File: src/rtl/alu_exec_if.sv
// Handshake bus of the ALU execute stage: request side from decode and
// result side to the downstream consumer.
interface alu_exec_if;
    logic        valid_i;
    logic        ready_o;
    logic [3:0]  ALUCtl_i;
    logic [31:0] data1_i;
    logic [31:0] data2_i;
    logic        valid_o;
    logic        ready_i;
    logic [31:0] data_o;
    logic        zero_o;
    logic        err_o;

    modport master (
        output valid_i, ALUCtl_i, data1_i, data2_i, ready_i,
        input  ready_o, valid_o, data_o, zero_o, err_o
    );

    modport slave (
        input  valid_i, ALUCtl_i, data1_i, data2_i, ready_i,
        output ready_o, valid_o, data_o, zero_o, err_o
    );
endinterface

File: src/rtl/alu_exec.sv
// alu_exec: handshaked ALU execute stage with single-cycle ops and an optional
// 32-iteration shift-add multiplier enabled by the macro ALU_EXEC_MUL_EN.
module alu_exec (
    input  logic      clk_i,
    input  logic      rst_i,
    alu_exec_if.slave bus
);
    localparam logic [3:0] OP_ADD = 4'd0;
    localparam logic [3:0] OP_SUB = 4'd1;
    localparam logic [3:0] OP_AND = 4'd2;
    localparam logic [3:0] OP_XOR = 4'd3;
    localparam logic [3:0] OP_SLL = 4'd4;
    localparam logic [3:0] OP_SRA = 4'd5;
`ifdef ALU_EXEC_MUL_EN
    localparam logic [3:0] OP_MUL = 4'd6;
`endif

    typedef enum logic [1:0] {
        IDLE = 2'd0,
`ifdef ALU_EXEC_MUL_EN
        BUSY = 2'd1,
`endif
        DONE = 2'd2
    } state_t;

    state_t      state_q;
    state_t      state_d;
    logic        accept;
    logic [31:0] alu_res;
    logic        alu_err;
    logic [31:0] data_q;
    logic        err_q;

`ifdef ALU_EXEC_MUL_EN
    logic [31:0] acc_q;
    logic [31:0] mcand_q;
    logic [31:0] mplier_q;
    logic [4:0]  cnt_q;
    logic [31:0] acc_d;

    // Only the low 32 product bits are kept, so a 32-bit accumulator suffices.
    assign acc_d = acc_q + (mplier_q[0] ? mcand_q : '0);
`endif

    assign accept = bus.valid_i && bus.ready_o;

    always_ff @(posedge clk_i) begin
        if (rst_i) begin
            state_q <= IDLE;
        end else begin
            state_q <= state_d;
        end
    end

    always_comb begin
        state_d = state_q;
        case (state_q)
            IDLE: begin
                if (accept) begin
`ifdef ALU_EXEC_MUL_EN
                    state_d = (bus.ALUCtl_i == OP_MUL) ? BUSY : DONE;
`else
                    state_d = DONE;
`endif
                end
            end
`ifdef ALU_EXEC_MUL_EN
            BUSY: begin
                if (cnt_q == 5'd31) begin
                    state_d = DONE;
                end
            end
`endif
            DONE: begin
                if (bus.ready_i) begin
                    state_d = IDLE;
                end
            end
            default: state_d = IDLE;
        endcase
    end

    always_comb begin
        bus.ready_o = (state_q == IDLE);
        bus.valid_o = (state_q == DONE);
        bus.data_o  = data_q;
        bus.err_o   = err_q;
        bus.zero_o  = (state_q == DONE) && (data_q == '0);
    end

    always_comb begin
        alu_res = '0;
        alu_err = 1'b0;
        case (bus.ALUCtl_i)
            OP_ADD:  alu_res = bus.data1_i + bus.data2_i;
            OP_SUB:  alu_res = bus.data1_i - bus.data2_i;
            OP_AND:  alu_res = bus.data1_i & bus.data2_i;
            OP_XOR:  alu_res = bus.data1_i ^ bus.data2_i;
            OP_SLL:  alu_res = bus.data1_i << bus.data2_i[4:0];
            OP_SRA:  alu_res = $unsigned($signed(bus.data1_i) >>> bus.data2_i[4:0]);
`ifdef ALU_EXEC_MUL_EN
            OP_MUL:  alu_res = '0;
`endif
            default: alu_err = 1'b1;
        endcase
    end

    always_ff @(posedge clk_i) begin
        if (rst_i) begin
            data_q   <= '0;
            err_q    <= 1'b0;
`ifdef ALU_EXEC_MUL_EN
            acc_q    <= '0;
            mcand_q  <= '0;
            mplier_q <= '0;
            cnt_q    <= '0;
`endif
        end else if (accept) begin
            data_q   <= alu_res;
            err_q    <= alu_err;
`ifdef ALU_EXEC_MUL_EN
            acc_q    <= '0;
            mcand_q  <= bus.data1_i;
            mplier_q <= bus.data2_i;
            cnt_q    <= '0;
`endif
        end
`ifdef ALU_EXEC_MUL_EN
        else if (state_q == BUSY) begin
            acc_q    <= acc_d;
            mcand_q  <= mcand_q << 1;
            mplier_q <= mplier_q >> 1;
            cnt_q    <= cnt_q + 5'd1;
            if (cnt_q == 5'd31) begin
                data_q <= acc_d;
            end
        end
`endif
    end
endmodule

File: src/flat_wrapper.sv
// flat-port wrapper written by rule: the top's interface ports become plain ports
module alu_exec_flat 
  (clk_i, rst_i, bus_valid_i, bus_ALUCtl_i, bus_data1_i, bus_data2_i, bus_ready_i, bus_ready_o, bus_valid_o, bus_data_o, bus_zero_o, bus_err_o);
  alu_exec_if bus_i ();
  input  logic clk_i;
  input  logic rst_i;
  input wire logic [$bits(bus_i.valid_i)-1:0] bus_valid_i;
  input wire logic [$bits(bus_i.ALUCtl_i)-1:0] bus_ALUCtl_i;
  input wire logic [$bits(bus_i.data1_i)-1:0] bus_data1_i;
  input wire logic [$bits(bus_i.data2_i)-1:0] bus_data2_i;
  input wire logic [$bits(bus_i.ready_i)-1:0] bus_ready_i;
  output wire logic [$bits(bus_i.ready_o)-1:0] bus_ready_o;
  output wire logic [$bits(bus_i.valid_o)-1:0] bus_valid_o;
  output wire logic [$bits(bus_i.data_o)-1:0] bus_data_o;
  output wire logic [$bits(bus_i.zero_o)-1:0] bus_zero_o;
  output wire logic [$bits(bus_i.err_o)-1:0] bus_err_o;
  assign bus_i.valid_i = bus_valid_i;
  assign bus_i.ALUCtl_i = bus_ALUCtl_i;
  assign bus_i.data1_i = bus_data1_i;
  assign bus_i.data2_i = bus_data2_i;
  assign bus_i.ready_i = bus_ready_i;
  assign bus_ready_o = bus_i.ready_o;
  assign bus_valid_o = bus_i.valid_o;
  assign bus_data_o = bus_i.data_o;
  assign bus_zero_o = bus_i.zero_o;
  assign bus_err_o = bus_i.err_o;
  alu_exec u_core (.clk_i(clk_i), .rst_i(rst_i), .bus(bus_i));
endmodule
File: config.mk
export PLATFORM = sky130hd
export DESIGN_NAME = alu_exec_flat
export DESIGN_NICKNAME = d
export VERILOG_FILES = /design/src/rtl/alu_exec_if.sv /design/src/rtl/alu_exec.sv /design/src/flat_wrapper.sv
export SDC_FILE = /design/constraint.sdc
export NUM_CORES = 1
export LEC_CHECK = 0
export CORE_MARGIN = 2
export CORE_UTILIZATION = 54
export DETAILED_ROUTE_END_ITERATION = 6
export PLACE_DENSITY_LB_ADDON = 0.05
export SLEW_MARGIN = 20
export SYNTH_ARGS = -nofsm -noshare
export SYNTH_HDL_FRONTEND = slang
export SYNTH_SLANG_ARGS = --single-unit
export TNS_END_PERCENT = 20
File: constraint.sdc
create_clock -name clk_i -period 9.4 [get_ports clk_i]
set_input_delay 1.88 -clock clk_i [delete_from_list [all_inputs] [get_ports clk_i]]
set_output_delay 1.88 -clock clk_i [all_outputs]
set_load 0.005 [all_outputs]
# ---- Yosys cells after proc, flatten, opt, wreduce, memory -nomap -nowiden
# Index checks and enable logic that the tools add are counted.
dict set report op_classes {
  n_addsub 2
  eq_ne 8
  n_reduce_logical 7
  shift 2
  n_bitwise 2
  mux 5
}
# cell n
set ops {}
lappend ops {{one-hot mux 32 bit (6 select lines)} 1}
lappend ops {{adder 32 bit} 1}
lappend ops {{bitwise AND 32 bit} 1}
lappend ops {{zero test 32 bit} 1}
lappend ops {{left shift 32 x 5 -> 32 bit} 1}
lappend ops {{>>> shifter 32 x 5 -> 32 bit} 1}
lappend ops {{subtractor 32 bit} 1}
lappend ops {{bitwise XOR 32 bit} 1}
lappend ops {{== test 4 x 2 -> 1 bit, second input constant} 2}
lappend ops {{== test 4 x 3 -> 1 bit, second input constant} 2}
lappend ops {{OR reduction 6 bit} 1}
lappend ops {{== test 4 x 1 -> 1 bit, second input constant} 1}
lappend ops {{zero test 4 bit} 1}
lappend ops {{two-way mux 2 bit} 2}
lappend ops {{!= test 2 bit, second input constant} 2}
lappend ops {{one-hot mux 2 bit (2 select lines)} 1}
lappend ops {{== test 2 bit, second input constant} 1}
lappend ops {{logical AND 1 bit} 2}
lappend ops {{zero test 2 bit} 1}
lappend ops {{AND reduction 2 bit} 1}
lappend ops {{two-way mux 1 bit} 1}
dict set report word_totals {
  input_bits 72
  out_inout_bits 36
  word_cells 29
  ff_bits 35
}

# ---- Logic depth before layout (Yosys ltp)
dict set report logic_depth {
  depth_word 4
  mapped_depth 19
  mapped_depth_nobuf 15
}

# ---- Least setup slack after synthesis
# Ideal clock, no wire load.
dict set report synth_timing {
  path_kind {input-to-reg}
  startpoint {in bus_data2_i[1]}
  endpoint {reg u_core.data_q[27] (netlist: u_core.bus.data_o[27])}
  slack_ns 3.766
  t_arrival_ns 5.571
  stages 18
  required_ns 9.337
  setup_ns 0.063
  cell_sequence {buf_2 buf_2 buf_1 inv_1 ha_1 nand3_1 nor2_1 nand2_1 o41ai_1 xor2_1 ha_1 clkbuf_1 nand2_1 nor4_1 and2_1 a21oi_1 or4b_2 nand3_1}
}
dict set report synth_via {
  elab_chain_cells 2
  word_cells_on_any_way 5
}
# item line_no
set synth_lines {}
lappend synth_lines {{from (decl)} flat_wrapper.sv:10} ;# input wire logic [$bits(bus_i.data2_i)-1:0] bus_data2_i;
lappend synth_lines {{subtractor 32 bit, or another cell as far along} alu_exec.sv:96} ;# OP_SUB: alu_res = bus.data1_i - bus.data2_i;
lappend synth_lines {{one-hot mux 32 bit (6 select lines) (*)} alu_exec.sv:94} ;# case (bus.ALUCtl_i)
lappend synth_lines {{to (signal assigned)} alu_exec.sv:119} ;# data_q <= alu_res;
lappend synth_lines {{to (decl)} alu_exec.sv:31} ;# logic [31:0] data_q;
# Every way passes the cells marked *; elsewhere a longest branch is shown, timed or not.
# A chain may end at the register's enable or synchronous reset.

# ---- Worst setup path after layout
dict set report layout_timing {
  startpoint {in bus_ALUCtl_i[3]}
  endpoint {reg u_core.data_q[27] (netlist: u_core.bus.data_o[27])}
}
dict set report layout_via {
  elab_chain_cells 2
  word_cells_on_any_way 7
}
# item line_no
set layout_lines {}
lappend layout_lines {{from (decl)} flat_wrapper.sv:8} ;# input wire logic [$bits(bus_i.ALUCtl_i)-1:0] bus_ALUCtl_i;
lappend layout_lines {{== test 4 x 3 -> 1 bit, or another cell as far along} alu_exec.sv:94}
lappend layout_lines {{one-hot mux 32 bit (6 select lines) (*)} alu_exec.sv:94}
# Marks and branches as above.

==> run metrics <==
outcome=finished, violations left; failing checks=design-rule violations; vias in the first global route=9,026; Post-Syn Area=8401 um^2; setup TNS=0 ps; Worst-path clk slew=approximately 60 ps; dpl hpwl=28.62 mm; DRC violation count after routing=11; nets=~1,300; TritonCTS Sinks=34; arrival time of the worst setup path=around 6500 ps; setup violators final=0; total core area=15,200 um^2; htree depth=2; Min-Delay Path Class=reg2reg; Placement Cell Area=approximately 9500 um^2; Area Growth Syn to Fin=14.76%; ANT cells=0; initial DRC count=about 1,700; io pins=108; register bit total from synthesis=34; Final Hold Vio Count=0; syn avg cell area=7.637 um^2; fin worst setup slack=3127 ps; GPL Wtd Cong=around 1.1; die area=about 17,000 um^2; pre-CTS setup slack=~3000 ps; Final ANT Viol Nets=0; # port buffers=107; PwrDens=91.33 nW/um^2; layout cell share with drive strength beyond 1=between 10 and 15%; clock root buffer=clkbuf_16; Peak Freq=around 160 MHz; kind of critical path=in2reg; clk_lat worst skew=between 200 and 300 ps; Vias=10,160; Post-synth ARST share=0%; Post-Syn Instances=approximately 1,100; Crit path required time=9630 ps; hold_buf cts=0; post-layout instance area=around 9600 um^2; MaxCap Viol Count=0; Slew Viols, Final=0; post_cts resized=0; row count=between 40 and 50; Initial Utilization=between 50% and 60%; CTS max path bufs=2; final worst clock skew=roughly 7.5 ps; Period minus WS final=~6300 ps; pin count of the biggest net entering global routing=slightly below 80; startpoint types=input pin; Pleak=3.609 nW; Syn. warnings=0; post-DR vias/cell=about 7.6; Yosys cell types=76; crit share post-route=66.73%; initial antenna violation count=0; Max VDD drop=0.00007392 V; first-pass GRT wire length=between 50 and 60 mm; prevailing post-synth register cell=dfxtp_1; EDFF count, synth=0; Net Count, Synth=~1,200; RSZ-0062 raised after global routing=no; CTS tree=yes; worst slew pin tran=about 950 ps; Die X=128.7 um; register area share after synthesis=around 8%; peak fanout along the critical path=28; CTS buffer count=5; setup repair bufs after CTS=0; max-slew headroom at the worst pin=between 30 and 40%; gr usage total=a little under half; global route overflow=0; Die Y=128.7 um; WL per Instance=28.57 um; drt pass-1 iters=7; Worst Setup End Kind=flop; total wire length=about 38 mm
## cell usage in the layout, fill, tap and decap left out, drive strengths merged, types with 13 or more instances in the layout
| cell | netlist | routed |
|---|---|---|
| a211oi | 19 | 19 |
| a21o | 13 | 13 |
| a21oi | 108 | 108 |
| a222oi | 21 | 21 |
| buf | 21 | 20 |
| clkdlybuf4s50 | 0 | 103 |
| dfxtp | 34 | 34 |
| ha | 65 | 65 |
| mux2 | 21 | 21 |
| mux2i | 57 | 57 |
| mux4 | 52 | 52 |
| nand2 | 121 | 121 |
| nand3 | 25 | 25 |
| nand4 | 20 | 20 |
| nor2 | 92 | 92 |
| nor3 | 33 | 33 |
| nor4 | 13 | 13 |
| o211ai | 16 | 16 |
| o21ai | 75 | 75 |
| xnor2 | 19 | 19 |
| xor2 | 23 | 23 |
## Yosys cell counts, types with 20 or more instances
master    number  area, um^2
dfxtp_1       34       680.7
a21oi_1      108       540.5
nor3_1        32       160.2
xor2_1        23       201.4
a222oi_1      21       210.2
nor2_1        92       345.3
mux4_2        52        1171
clkbuf_1      64       240.2
o21ai_0       75       375.4
nand3_1       25       125.1
ha_1          65       813.3
mux2_2        21       236.5
mux2i_1       57       570.6
nand4_1       20       125.1
nand2_1      121       454.2
## layer usage
| layer | vias up | track usage, % | part of all wire [%] |
|---|---|---|---|
| met1 | 4757 | 62.55 | 39 |
| li1 | 4378 | - | - |
| met5 | - | 1.471 | 0.11 |
| met2 | 868 | 64.61 | 40 |
| met4 | 2 | 19.50 | 5.6 |
| met3 | 150 | 14.18 | 15 |
## registers in the layout, summed over array words and instances (netlist names)
signal	cells
u_core.bus.data_o	32
u_core.bus.err_o	1
u_core.state_q	1
## worst paths after layout
kind,from,endpoint,slack [ps],cells after the start
max reg2reg,u_core.state_q[1],u_core.bus.data_o[28],6680,8
max,bus_ALUCtl_i[3],u_core.bus.data_o[27],3130,14
min reg2reg,u_core.state_q[1],u_core.state_q[1],500,2
min,u_core.state_q[1],u_core.state_q[1],500,2
## layout make-up
class / instances / area [um^2]
Clock buffer: 8 / 166.4
Fill cell: 1384 / 5562
Tap cell: 188 / 235.2
Multi-Input combinational cell: 963 / 7328
Sequential cell: 34 / 680.7
Timing Repair Buffer: 123 / 1174
Inverter: 15 / 56.30
## cell families (layout without fill, tap and decap cells)
group | count (synthesis) | count (layout) | share of synthesized area [%]
AOI/OAI and AO/OA | 356 | 356 | 27.72
muxes | 130 | 130 | 23.55
xor gates and xnor gates | 42 | 42 | 4.379
buffers and inverters | 103 | 146 | 5.079
and+or+nand+nor | 369 | 369 | 21.25
adders and majority gates | 66 | 66 | 9.920
DFF | 34 | 34 | 8.102
## critical path: stages
cell and delay [ps]:
clkdlybuf4s50_1 650, nor3_2 250, buf_4 380, nand2_1 560, o21ai_0 470, inv_1 90
ha_1 290, nand2b_1 80, a21oi_1 210, a31oi_1 280, o21ai_0 470, a21oi_1 150
or4b_2 620, nand3_1 100
## through the flow
stage / utilization, % / power [mW] / std cells / hold WS (ps)
finish: 63.42 / 0.8804 / 1331 / 499.9
global route: 63.42 / 0.9134 / 1331 / 527.7
CTS: 63.42 / 0.8528 / 1331 / 503.2
detailed placement: 62.32 / 0.6664 / 1323 / 498.9
global placement: 62.32 / 0.6653 / 1323 / 485.1
floorplan: - / 0.4824 / 1100 / 484.4
## power by group
group / internal (mW) / switching (mW) / total (mW) / leakage [nW]
registers: 0.147 / 0.00379 / 0.151 / 0.275
logic: 0.208 / 0.333 / 0.540 / 3.25
clock network: 0.120 / 0.0691 / 0.189 / 0.0832
total: 0.475 / 0.406 / 0.880 / 3.61
(Power assumes the default switching activity.)
